**config.mk**
```make
export PLATFORM = sky130hd
export DESIGN_NAME = sdram_burst_rd
export DESIGN_NICKNAME = d
export VERILOG_FILES = /design/src/rtl/sdram_ctrl_pkg.sv /design/src/rtl/sdram_burst_rd.sv
export SDC_FILE = /design/constraint.sdc
export NUM_CORES = 1
export LEC_CHECK = 0
export BUFFER_PORTS_ARGS = -buffer_cell sky130_fd_sc_hd__buf_2
export CAP_MARGIN = 30
export CORE_UTILIZATION = 50
export DETAILED_ROUTE_END_ITERATION = 16
export HOLD_SLACK_MARGIN = 0.15
export MAX_ROUTING_LAYER = met4
export PLACE_DENSITY = 0.8
export SYNTH_ARGS = -nofsm -noshare
export SYNTH_HDL_FRONTEND = slang
export SYNTH_SLANG_ARGS = --single-unit
export TNS_END_PERCENT = 100
```
**constraint.sdc**
```tcl
create_clock -name clk -period 4.1 [get_ports clk]
set_input_delay 1.025 -clock clk [delete_from_list [all_inputs] [get_ports clk]]
set_output_delay 1.025 -clock clk [all_outputs]
set_load 0.1 [all_outputs]
```
**src/rtl/sdram_ctrl_pkg.sv**
```systemverilog
// Shared SDRAM controller definitions: command encodings, idle bus values and
// address field helpers used by the read engine, write engine and arbiter.
package sdram_ctrl_pkg;

  // {CS_n, RAS_n, CAS_n, WE_n}
  localparam logic [3:0] CMD_NOP        = 4'b0111;
  localparam logic [3:0] CMD_ACTIVE     = 4'b0011;
  localparam logic [3:0] CMD_READ       = 4'b0101;
  localparam logic [3:0] CMD_WRITE      = 4'b0100;
  localparam logic [3:0] CMD_BURST_STOP = 4'b0110;
  localparam logic [3:0] CMD_PRECHARGE  = 4'b0010;

  localparam logic [1:0]  BA_IDLE      = 2'b11;
  localparam logic [12:0] ADDR_IDLE    = 13'h1fff;
  localparam logic [12:0] ADDR_PRE_ALL = 13'h0400;

  typedef struct packed {
    logic [1:0]  bank;
    logic [12:0] row;
    logic [8:0]  col;
  } sdram_addr_t;

  function automatic logic [12:0] col_to_addr(input logic [8:0] col);
    return {4'b0000, col};
  endfunction

endpackage

```
**src/rtl/sdram_burst_rd.sv**
```systemverilog
// SDRAM read-path engine: ACTIVE, full-page READ truncated by BURST_STOP,
// CAS-latency-aligned data capture, then PRECHARGE all banks.
module sdram_burst_rd
  import sdram_ctrl_pkg::*;
#(
  parameter int unsigned TRCD    = 2,
  parameter int unsigned TRP     = 2,
  parameter int unsigned CAS_LAT = 3
) (
  input  logic        clk,
  input  logic        rst_n,
  input  logic        init_end,
  input  logic        rd_en,
  input  logic [23:0] rd_addr,
  input  logic [9:0]  rd_burst_len,
  input  logic [15:0] sdram_dq,
  output logic [3:0]  rd_cmd,
  output logic [1:0]  rd_ba,
  output logic [12:0] rd_sdram_addr,
  output logic [15:0] rd_data,
  output logic        rd_ack,
  output logic        rd_end,
  output logic        rd_busy
);

  typedef enum logic [7:0] {
    S_IDLE   = 8'b0000_0001,
    S_ACTIVE = 8'b0000_0010,
    S_TRCD   = 8'b0000_0100,
    S_READ   = 8'b0000_1000,
    S_DATA   = 8'b0001_0000,
    S_PRE    = 8'b0010_0000,
    S_TRP    = 8'b0100_0000,
    S_END    = 8'b1000_0000
  } state_t;

  localparam logic [9:0] CL10      = 10'(CAS_LAT);
  localparam logic [9:0] TRCD_LAST = 10'(TRCD - 1);
  localparam logic [9:0] TRP_LAST  = 10'(TRP - 1);

  state_t      state;
  logic [9:0]  cnt;
  sdram_addr_t addr_q;
  logic [9:0]  len_q;

  logic [9:0]  stop_cnt;
  logic [9:0]  data_last;
  logic        capture;

  // Word j leaves the DQ pins at DATA count CAS_LAT+j, so the capture window
  // is offset from the command window by exactly the CAS latency.
  assign stop_cnt  = len_q - 10'd1;
  assign data_last = len_q + CL10 - 10'd1;
  assign capture   = (cnt >= CL10) && (cnt <= data_last);

  assign rd_end  = (state == S_END);
  assign rd_busy = (state != S_IDLE);

  always_ff @(posedge clk or negedge rst_n) begin
    if (!rst_n) begin
      state         <= S_IDLE;
      cnt           <= '0;
      addr_q        <= '0;
      len_q         <= '0;
      rd_cmd        <= CMD_NOP;
      rd_ba         <= BA_IDLE;
      rd_sdram_addr <= ADDR_IDLE;
      rd_data       <= '0;
      rd_ack        <= 1'b0;
    end else begin
      rd_cmd        <= CMD_NOP;
      rd_ba         <= BA_IDLE;
      rd_sdram_addr <= ADDR_IDLE;
      rd_ack        <= 1'b0;
      cnt           <= cnt + 10'd1;

      unique case (state)
        S_IDLE: begin
          cnt <= '0;
          if (init_end && rd_en) begin
            addr_q <= rd_addr;
            len_q  <= rd_burst_len;
            state  <= S_ACTIVE;
          end
        end

        S_ACTIVE: begin
          rd_cmd        <= CMD_ACTIVE;
          rd_ba         <= addr_q.bank;
          rd_sdram_addr <= addr_q.row;
          cnt           <= '0;
          state         <= S_TRCD;
        end

        S_TRCD: begin
          if (cnt == TRCD_LAST) begin
            cnt   <= '0;
            state <= S_READ;
          end
        end

        S_READ: begin
          rd_cmd        <= CMD_READ;
          rd_ba         <= addr_q.bank;
          rd_sdram_addr <= col_to_addr(addr_q.col);
          cnt           <= '0;
          state         <= S_DATA;
        end

        S_DATA: begin
          // BURST_STOP leaves ba/addr as they were on the previous cycle.
          if (cnt == stop_cnt) begin
            rd_cmd        <= CMD_BURST_STOP;
            rd_ba         <= rd_ba;
            rd_sdram_addr <= rd_sdram_addr;
          end
          if (capture) begin
            rd_ack  <= 1'b1;
            rd_data <= sdram_dq;
          end
          if (cnt == data_last) begin
            cnt   <= '0;
            state <= S_PRE;
          end
        end

        S_PRE: begin
          rd_cmd        <= CMD_PRECHARGE;
          rd_ba         <= addr_q.bank;
          rd_sdram_addr <= ADDR_PRE_ALL;
          cnt           <= '0;
          state         <= S_TRP;
        end

        S_TRP: begin
          if (cnt == TRP_LAST) begin
            cnt   <= '0;
            state <= S_END;
          end
        end

        S_END: begin
          cnt   <= '0;
          state <= S_IDLE;
        end

        default: begin
          cnt   <= '0;
          state <= S_IDLE;
        end
      endcase
    end
  end

endmodule

```
* Word-level counts from Yosys, hierarchy flattened
Cells that the tools add are included.
** Storage, ports and cells
- Register bits :: 88
- Output and inout bits :: 38
- Bits in read-only memories :: 0
- Bits in writable memories :: 0
- Input port bits :: 54
- Memories :: 0
- Logic and storage cells :: 57
- Latch bits :: 0
** Operators by class
- Add/sub/neg operators :: 4
- Reduce and logical (&&, ||, !) cells :: 7
- $mul :: 0
- Bitwise logic cells :: 0
- Multiplexer cells :: 16
- Equality and inequality tests :: 17
- Shift operators :: 0
- Div/mod/pow operators :: 0
- Magnitude comparators :: 2
** Operators by type and width (count)
- $pmux W8 S7 :: 1
- $pmux W13 S4 :: 1
- $mux W8 :: 4
- $eq A10 B10 Y1 :: 2
- $mux W10 :: 2
- $pmux W10 S2 :: 1
- $sub A10 B1 Y10 const B :: 2
- $mux W13 :: 1
- $pmux W3 S4 :: 1
- $add A10 B1 Y10 const B :: 1
- $add A10 B2 Y10 const B :: 1
- $eq A10 B1 Y1 const B :: 1
- $ge A10 B2 Y1 const B :: 1
- $le A10 B10 Y1 :: 1
- $ne A2 B2 Y1 const B :: 5
- $eq A8 B1 Y1 const B :: 1
- $eq A8 B2 Y1 const B :: 1
- $eq A8 B3 Y1 const B :: 1
- $eq A8 B4 Y1 const B :: 1
- $eq A8 B5 Y1 const B :: 1
- $eq A8 B6 Y1 const B :: 1
- $eq A8 B7 Y1 const B :: 1
- $eq A8 B8 Y1 const B :: 1
- $ne A8 B1 Y1 const B :: 1
- other kinds (8) :: 12

* Logic depth before layout (Yosys ltp)
- Depth after elaboration :: 6
- Gate-level depth with buffers :: 12
- Depth with buffers taken out :: 10

* Worst setup path before layout
No wires, ideal clock.
- Path kind :: flip-flop to output port
- From :: register state[2]
- To :: output rd_end
- Path slack :: 0.092 ns
- Stages on the path, launching flop included :: 5
- Arrival time :: 2.983 ns
- Path buffers :: 1
- Cells stage by stage :: dfrtp_1 -> clkbuf_1 -> nor2_1 -> nand3b_1 -> nor3b_1
** On the way
- Longest elaborated chain between the ends :: 1
** Ends and longest elaborated chain
- start, declared :: RTL line sdram_burst_rd.sv:41 : state_t state;
- start signal, assigned :: RTL line sdram_burst_rd.sv:61 : state <= S_IDLE;
- start signal, assigned :: RTL line sdram_burst_rd.sv:83 : state <= S_ACTIVE;
- start signal, assigned :: RTL line sdram_burst_rd.sv:92 : state <= S_TRCD;
- $eq A8 B8 Y1 :: RTL line sdram_burst_rd.sv:56 : assign rd_end = (state == S_END);
- end, declared :: RTL line sdram_burst_rd.sv:22 : output logic rd_end,
Every way passes these cells.

* Final worst setup path
- From :: register len_q[3]
- To :: register rd_data[3]
** On the way
- Longest elaborated chain between the ends :: 5
** Ends and longest elaborated chain
- start, declared :: RTL line sdram_burst_rd.sv:44 : logic [9:0] len_q;
- start signal, assigned :: RTL line sdram_burst_rd.sv:82 : len_q <= rd_burst_len;
- $add A10 B2 Y10 :: RTL line sdram_burst_rd.sv:53 : assign data_last = len_q + CL10 - 10'd1;
- $sub A10 B1 Y10 :: RTL line sdram_burst_rd.sv:53
- $le A10 B10 Y1 :: RTL line sdram_burst_rd.sv:54 : assign capture = (cnt >= CL10) && (cnt <= data_last);
- $logic_and A1 B1 Y1 :: RTL line sdram_burst_rd.sv:54
- $reduce_and A2 Y1 (no line)
- end signal, assigned :: RTL line sdram_burst_rd.sv:119 : rd_data <= sdram_dq;
- end, declared :: RTL line sdram_burst_rd.sv:20 : output logic [15:0] rd_data,
Every way passes these cells.
A chain may end at the register's enable or synchronous reset.

==> impl_metrics.toml <==
[pwr]
p_int_uw = 1950
p_clk_share_pct = 23.1
p_sw_share_pct = 39.6
p_sw_uw = 1280
pwr-share-comb_pct = 36.3
cellLeakagePower_uw = 0.00239
vdd_drop_max_uv = 375
power.density_nw_per_um2 = 612
p_seq_share_pct = 40.6

[global_route]
grt_pass1_wl_um = 16700
grt_overflow_total = 0
antenna_found_initial = 0
grt_max_degree = 58
grt_pass1_vias = 3467
track_usage_pct = 22.8

[logic_synthesis]
muxShareOfSynthArea_pct = 13.3
synth_edf_count = 0
synthAdderAreaFrac_pct = 4.16
synthCells = 385
syn_nets = 454
ys_top_cells_by_area = "dfrtp_1, dfstp_2, mux2_2, ha_1, mux2_4"
avgSynthCellArea_sq_um = 11.7
synth_top_family_by_area = "simple AND/OR/NAND/NOR gates"
yosysSeqAreaShare_pct = 48.8
synth-async-reset-ratio_pct = 100
synth-warning-count = 0
synth_area_sq_um = 4510
synth_top_area_cell = "dfrtp_1"
synth-main-ff-cell = "dfrtp_1"
synth_top_area_share_pct = 37.7
synth-seq-cells = 87
synth_simple_gate_area_share_pct = 14.5
synth.distinct_cells = 63
yosys.area_share.xor_xnor_pct = 4.66
synth_compound_area_share_pct = 9.78

[floorplan]
fp.dieW_um = 97.0
rows = 34
core_sq_um = 8720
ios = 92
die_y_um = 97.0
initial_core_util_pct = 51.8
fp.dieArea_sq_um = 9410

[sta]
hold_slack_ns = 0.506
setup_ws_ns = 0.699
slew_viol_final = 0
hold_viol_final = 0
setup_viol = 0
clock_skew_ns = 0.00837
rsz0062_at_grt = "no"
slew_headroom_pct = 40.9
worst_pin_slew_ns = 0.883
period_minus_slack_ns = 3.40
fmax_mhz = 294
min_period_over_period_pct = 82.9
setup_tns_ns = 0

[outcome]
status = "completed"

[cts]
cts.repair.resized = 0
ctsHoldBuffers = 0
clock_latency_ns = 0.36
numCtsBuffers = 9
cts.path.max_buffers = 2
cts_setup_buffers = 0
clk_pin_slew_ns = 0.09
cts_tree = "yes"
cts_root_buffer = "clkbuf_8"
ctsHtreeMaxLevel = 3
clock-sinks = 87

[cells_and_area]
areaGrowthSynthToFinish_pct = 16.7
n_antenna_cell = 0
fillCellCount = 683
drive_gt1_share_pct = 41.7
nets = 536

[worst_setup_path]
critPathArrivalTime_ns = 3.65
path_max_fanout = 16
critPathCaptureType = "flop"
r2r_cells = 11
worstPathRequired_ns = 4.35
timing.rr.end = "rd_data[3]"
crit_path_start_kind = "flop"
reg2reg_from = "len_q[3]"
rrSetupSlack_ns = 0.70
critical_path_class = "flop to flop"

[routing]
drc = 0
wire_per_inst_um = 16.9
wl_um = 9830
drt-initial-drc-count = 200
postRouteAntennaNets = 0
vias = 3387
firstDrtPassIters = 4
viasPerCell = 5.84

[place]
dp_slack_ns = 0.772
dp_hpwl_um = 6950
io_buffer_count = 90
gp_congestion = 0.848

[worst_hold_path]
min_to = "rd_data[15]"
hold_path_class = "flop to flop"
whs_path_depth = 1
worstHoldStart = "rd_data[15]"

[run]
drv_cap = 0
==> Yosys cell counts (all sizes together), types with 2 or more instances <==
master,n
a21oi,10
a221oi,11
a31oi,16
and2,2
and3,4
and3b,2
and4,3
buf,16
clkbuf,9
dfrtp,68
dfstp,19
ha,15
inv,17
mux2,50
nand2,11
nand3,8
nand3b,3
nand4,6
nor2,23
nor2b,2
nor3,20
nor3b,5
nor4,4
nor4b,3
o2111ai,2
o21ai,4
or2,4
or4,4
xnor2,14
xor2,10
==> power by group through the flow <==
stage / Clock, uW / Combinational (uW) / Sequential, uW
2_1_floorplan: 0 / 847 / 1380
3_3_place_gp: 0 / 1110 / 1300
3_5_place_dp: 0 / 1160 / 1320
4_1_cts: 760 / 1170 / 1300
5_1_grt: 790 / 1260 / 1340
6_report: 745 / 1170 / 1310
==> through the flow <==
stage | total power, uW | cells | instance area (sq um) | utilization, %
floorplan | 2220 | 385 | 4510 | -
global placement | 2410 | 563 | 4990 | 57.2
detailed placement | 2470 | 564 | 5010 | 57.5
CTS | 3230 | 580 | 5270 | 60.4
global route | 3390 | 580 | 5270 | 60.4
finish | 3220 | 580 | 5270 | 60.4
==> cell families (layout without fill, tap and decap cells) <==
family / after synthesis / in the layout
xor gates and xnor gates: 24 / 24
adders and majority gates: 15 / 15
buffers and inverters: 42 / 129
muxes: 50 / 50
DFF: 87 / 87
AOI/OAI and AO/OA: 58 / 58
and+or+nand+nor: 108 / 108
other: 1 / 1
==> state kept, by name, summed over array words and instances (netlist names) <==
register,count
cnt,10
rd_data,16
rd_cmd,3
addr_q,24
rd_sdram_addr,13
len_q,10
rd_ba,2
rd_ack,1
state,8
==> worst max-delay path by stage <==
stage                   from    endpoint  slack (ns)  cells after the start
detailed placement  len_q[3]  rd_data[4]        0.77                     11
CTS                 len_q[3]  rd_data[3]        0.73                     11
floorplan           state[2]      rd_end        0.09                      4
global route        len_q[3]  rd_data[4]        0.48                     11
finish              len_q[3]  rd_data[3]        0.70                     11
global placement    len_q[3]  rd_data[3]        0.88                     11
==> area by class of cell <==
| cell class | instances | area (sq um) | share of cell area [%] |
|---|---|---|---|
| multi-input combinational | 256 | 2100 | 39.8 |
| sequential | 87 | 2200 | 41.8 |
| tap | 108 | 135 | 2.57 |
| inverter | 17 | 63.8 | 1.21 |
| clock inverter | 7 | 129 | 2.45 |
| timing repair buffer | 96 | 518 | 9.83 |
| clock buffer | 9 | 124 | 2.35 |
==> worst max-delay path, stage by stage (launching register included) <==
cell and delay [ns]:
dfrtp_1 0.64, and3_1 0.25, and2_1 0.16, nand4_1 0.12, xor2_1 0.17, ha_1 0.33, nand4_1 0.16, nor3_1 0.31
inv_1 0.15, a221oi_4 0.28, buf_4 0.31, mux2_2 0.37
==> metal layers <==
layer	vias up	wire length [um]	global-route usage [%]
li1	1564	-	-
met1	1688	4110	27.6
met2	118	5070	38.4
met3	17	491	3.90
met4	0	153	8.38
met5	-	0	-
==> layout by cell type (no fill, tap or decap), types with 11 or more instances in the layout <==
| master | count |
|---|---|
| mux2_2 | 40 |
| xnor2_1 | 14 |
| a31oi_1 | 15 |
| buf_2 | 89 |
| nor3_1 | 20 |
| dfstp_2 | 19 |
| ha_1 | 15 |
| nand2_1 | 11 |
| dfrtp_1 | 68 |
| inv_1 | 17 |
| nor2_1 | 23 |
No activity file was read; power rests on OpenSTA's default activity.
